===== src/rtl/alu_req_arbiter.sv =====
// alu_req_arbiter: round-robin sharing of one combinational ALU between
// NUM_REQ valid/ready requesters, with a one-entry tagged response register.
module alu_req_arbiter #(
  parameter int unsigned size    = 32,
  parameter int unsigned NUM_REQ = 4
) (
  input  logic                      clk,
  input  logic                      Reset_n,
  input  logic [NUM_REQ-1:0]        req_valid,
  output logic [NUM_REQ-1:0]        req_ready,
  input  logic [4*NUM_REQ-1:0]      req_op,
  input  logic [size*NUM_REQ-1:0]   req_a,
  input  logic [size*NUM_REQ-1:0]   req_b,
  output logic                      alu_reset,
  output logic [3:0]                alu_op,
  output logic [size-1:0]           alu_a,
  output logic [size-1:0]           alu_b,
  input  logic [size-1:0]           alu_result,
  output logic                      rsp_valid,
  input  logic                      rsp_ready,
  output logic [$clog2(NUM_REQ)-1:0] rsp_id,
  output logic [size-1:0]           rsp_data,
  output logic                      rsp_err
);

  localparam int unsigned ID_W = $clog2(NUM_REQ);
  localparam logic [3:0]  OP_NOP = 4'b1111;

  typedef enum logic {
    EMPTY = 1'b0,
    FULL  = 1'b1
  } state_t;

  state_t            state_q, state_d;
  logic [ID_W-1:0]   rr_ptr_q, rr_ptr_d;
  logic [ID_W-1:0]   rsp_id_q, rsp_id_d;
  logic [size-1:0]   rsp_data_q, rsp_data_d;
  logic              rsp_err_q, rsp_err_d;

  logic              can_issue;
  logic              grant_found;
  logic              grant_en;
  logic [ID_W-1:0]   grant_id;
  logic              op_legal;

  assign alu_reset = ~Reset_n;
  assign can_issue = (state_q == EMPTY) | rsp_ready;
  // Gated by Reset_n so no handshake can complete while reset is asserted.
  assign grant_en  = Reset_n & can_issue & grant_found;

  // Round-robin search starting at rr_ptr, wrapping at NUM_REQ.
  always_comb begin
    logic [ID_W:0] sum;
    logic [ID_W-1:0] idx;
    grant_found = 1'b0;
    grant_id    = '0;
    sum         = '0;
    idx         = '0;
    for (int unsigned k = 0; k < NUM_REQ; k++) begin
      sum = {1'b0, rr_ptr_q} + (ID_W+1)'(k);
      if (sum >= (ID_W+1)'(NUM_REQ)) begin
        sum = sum - (ID_W+1)'(NUM_REQ);
      end
      idx = sum[ID_W-1:0];
      if (!grant_found && req_valid[idx]) begin
        grant_found = 1'b1;
        grant_id    = idx;
      end
    end
  end

  // One-hot ready and operand mux for the granted requester; NOP when idle.
  always_comb begin
    req_ready = '0;
    alu_op    = OP_NOP;
    alu_a     = '0;
    alu_b     = '0;
    for (int unsigned i = 0; i < NUM_REQ; i++) begin
      if (grant_en && (grant_id == ID_W'(i))) begin
        req_ready[i] = 1'b1;
        alu_op       = req_op[i*4 +: 4];
        alu_a        = req_a[i*size +: size];
        alu_b        = req_b[i*size +: size];
      end
    end
  end

  // Illegal opcode range 1000..1100.
  assign op_legal = !((alu_op >= 4'd8) && (alu_op <= 4'd12));

  // Response buffer next-state: capture on accept, drain when consumed.
  always_comb begin
    state_d    = state_q;
    rr_ptr_d   = rr_ptr_q;
    rsp_id_d   = rsp_id_q;
    rsp_data_d = rsp_data_q;
    rsp_err_d  = rsp_err_q;
    case (state_q)
      EMPTY: begin
        if (grant_en) state_d = FULL;
      end
      FULL: begin
        if (!grant_en && rsp_ready) state_d = EMPTY;
      end
      default: state_d = EMPTY;
    endcase
    if (grant_en) begin
      rr_ptr_d   = (grant_id == ID_W'(NUM_REQ - 1)) ? '0 : grant_id + ID_W'(1);
      rsp_id_d   = grant_id;
      rsp_err_d  = ~op_legal;
      rsp_data_d = op_legal ? alu_result : '0;
    end
  end

  // State and response registers.
  always_ff @(posedge clk or negedge Reset_n) begin
    if (!Reset_n) begin
      state_q    <= EMPTY;
      rr_ptr_q   <= '0;
      rsp_id_q   <= '0;
      rsp_data_q <= '0;
      rsp_err_q  <= 1'b0;
    end else begin
      state_q    <= state_d;
      rr_ptr_q   <= rr_ptr_d;
      rsp_id_q   <= rsp_id_d;
      rsp_data_q <= rsp_data_d;
      rsp_err_q  <= rsp_err_d;
    end
  end

  assign rsp_valid = (state_q == FULL);
  assign rsp_id    = rsp_id_q;
  assign rsp_data  = rsp_data_q;
  assign rsp_err   = rsp_err_q;

endmodule


===== config.mk =====
export PLATFORM = sky130hd
export DESIGN_NAME = alu_req_arbiter
export DESIGN_NICKNAME = d
export VERILOG_FILES = /design/src/rtl/alu_req_arbiter.sv
export SDC_FILE = /design/constraint.sdc
export NUM_CORES = 1
export LEC_CHECK = 0
export ABC_AREA = 0
export CORE_AREA = 2 2 163 165
export CTS_CLUSTER_DIAMETER = 60
export DETAILED_ROUTE_END_ITERATION = 8
export DIE_AREA = 0 0 165 167
export GPL_ROUTABILITY_DRIVEN = 0
export GPL_TIMING_DRIVEN = 0
export MAX_ROUTING_LAYER = met4
export PLACE_DENSITY_LB_ADDON = 0.3
export SYNTH_ARGS = -nofsm -noshare
export SYNTH_HDL_FRONTEND = slang
export SYNTH_SLANG_ARGS = --single-unit

===== constraint.sdc =====
create_clock -name clk -period 8.75 [get_ports clk]
set_input_delay 1.75 -clock clk [delete_from_list [all_inputs] [get_ports clk]]
set_output_delay 1.75 -clock clk [all_outputs]
set_load 0.005 [all_outputs]

==> out/qor.yml, run 1 <==
layout:
  final_cell_mix: "clkdlybuf4s50_1, nand2_1, inv_1"
  seq_area_um2: 951
  nets: 1558
  final.fill_count: 2745
  fin_cells: 1590
  layout_commonest_cell: "clkdlybuf4s50_1"
  final_util_pct: 38.3
  drive_above_1_share_pct: 5.55
  area_growth_pct: 95.4
  multi_input_area_um2: 3470
critical_path:
  crit_fanout: 10
  end_kind: "primary output"
  crit_chain: "clkdlybuf4s50_1 > mux2i_1 > a221oi_1 > and2_1 > ha_1 > buf_2 > buf_2 > buf_1 > nand2_1 > o21ai_0 > nor2_1 > a211o_1 > a21oi_1 > clkdlybuf4s50_1"
  cp.required_ns: 7.00
  slowest_stage: "clkdlybuf4s50_1"
  slowest_delay_ns: 0.58
  crit_family: "buffers and inverters"
  arrival_ns: 5.73
  cp-start-kind: "input port"
  path_buf_inv: 5
  crit_type: "input port to primary output"
place:
  io_buffers: 419
  post-place-ws_ns: 1.18
  dp.final_hpwl_um: 25300
  placed_cells: 1571
clocking:
  cts_setup_buffers: 0
  clk_pin_slew_worst_paths_ns: 0.06
  cts_sinks: 38
  cts_buffers: 5
  postCtsHoldBufs: 0
  root_buffer: "clkbuf_16"
  clk_path_buf_depth: 2
  cts_tree: "built"
  htree_num_levels: 2
  clock_latency_ns: 0.28
  postCtsResizedCells: 0
sta:
  final_max_slew_viol_count: 0
  skew_ns: 0.00450
  hold_viol: 0
  setup_viol: 0
  worstMarginPinSlew_ns: 0.769
  fmax_mhz: 134
  fin_crit_sh_pct: 85.5
  slew-limit-headroom_pct: 48.7
  rsz0062_at_grt: "false"
  worst_slack_ns: 1.27
  fin_crit_ns: 7.48
  setup_tns_ns: 0
synth:
  synth-seq-area-share_pct: 18.8
  synth.cell_area_um2: 5050
  ys_ff_latch: 38
  syn_nets: 1131
  synth_cells: 816
  syn_avg_cell_area_um2: 6.19
  ys_warn_count: 0
  netlist-cell-type-count: 37
routing:
  drc_errors: 0
  viasPerCell: 4.59
  wl_per_cell_um: 19.5
  routed_wl_um: 31000
  num_vias: 7295
  first_pass_iters: 6
  antenna_left: 0
  drt_iter0_markers: 449
global_route:
  grt_pass1_wl_um: 45300
  grt.overflow.total: 0
  track_usage_pct: 22.2
  grt_max_degree: 25
  grt_pass1_vias: 7359
  antenna_found_initial: 11
floorplanning:
  dieArea_um2: 27600
  fp-row-count: 59
  pin_count: 420
  dieHeight_um: 167
  core_area_um2: 25800
  die_x_um: 165
  initial_core_util_pct: 19.6
min_path:
  hold_class: "flip-flop to flip-flop"
pwr:
  finalPower_uw: 2030
  irDropWorstVdd_uv: 134
  total_leakage_power_uw: 0.00388
  power_density_nw_per_um2: 205
status:
  outcome: "finished clean"
job:
  drv_cap: 0
==> final timing paths <==
path                       slack, ns            to  cells past startpoint         start
hold / removal                  0.49     rsp_id[0]                      2     rsp_id[0]
max in group asynchronous       6.85       rsp_err                      2       Reset_n
setup reg to reg                5.69  rsp_data[11]                     12   rr_ptr_q[1]
setup / recovery                1.27     alu_b[13]                     14  req_valid[1]
hold reg to reg                 0.49     rsp_id[0]                      2     rsp_id[0]
min in group asynchronous       1.41  rsp_data[10]                      1       Reset_n
==> stage by stage <==
step                      area (um2)  hold WS, ns
after floorplan                 5050        0.470
after global placement          9660        0.467
after detailed placement        9680        0.475
after CTS                       9840        0.490
after global routing            9870        0.525
final                           9870        0.490
==> metal layers <==
layer / share of wire, % / global-route usage, %
met1: 40 / 25.5
met2: 48 / 36.9
met3: 9.4 / 6.85
met4: 2.3 / 6.54
met5: 0 / -
==> cell usage after synthesis, drive strengths merged <==
master | number | area (um2)
nand2 | 235 | 882
nor2b | 3 | 18.8
o21ai | 97 | 485
o22ai | 1 | 6.26
o211ai | 1 | 7.51
a2bb2oi | 32 | 455
nand2b | 5 | 31.3
o311ai | 4 | 42.6
o2111ai | 3 | 67.6
nor3 | 2 | 10.0
a221oi | 3 | 26.3
a22o | 1 | 8.76
o21a | 1 | 7.51
and2 | 4 | 25.0
inv | 68 | 255
a21boi | 1 | 7.51
dfrtp | 38 | 951
or2 | 1 | 6.26
nor2 | 67 | 254
and3 | 1 | 6.26
ha | 4 | 50.1
mux2i | 1 | 10.0
or4 | 1 | 11.3
buf | 38 | 219
clkbuf | 42 | 158
a21oi | 66 | 330
a211o | 62 | 543
nand3 | 33 | 165
nor3b | 1 | 7.51
==> sequential cells by signal, indices dropped and copies added, names as in the netlist <==
name and cells:
rsp_data 32, rsp_valid 1, rsp_id 2, rsp_err 1, rr_ptr_q 2
==> area by class of cell <==
class / instances / share of cell area (%)
repair buffers: 420 / 42.7
multi-input cells: 630 / 35.1
flip-flops and latches: 38 / 9.64
well taps: 335 / 4.25
plain buffers: 80 / 3.82
inverters: 68 / 2.59
clock buffers: 7 / 1.34
clock inverters: 1 / 0.304
diodes: 11 / 0.279
==> kinds of logic after synthesis <==
family | share of synthesized area (%)
AND/OR/NAND/NOR | 28.1
adder cells (fa/ha/maj) | 0.991
AO/OA/AOI/OAI | 39.4
buffers and inverters | 12.5
multiplexers | 0.198
flip-flops | 18.8
==> worst min-delay path: stages (launching register included) <==
cell	delay [ns]
dfrtp_1	0.35
nand2_1	0.05
nand2_1	0.06
==> where the power goes <==
part           internal, uW  switching, uW
Combinational           743            791
Clock                   135           75.5
Sequential              236           46.7
No activity file was read; power rests on OpenSTA's default activity.
==> run 2, diff against run 1 <==
CTS_CLUSTER_DIAMETER = default   (was 60)
==> results of run 2 <==
No change in the layout: final DEF, timing and power equal those of run 1.
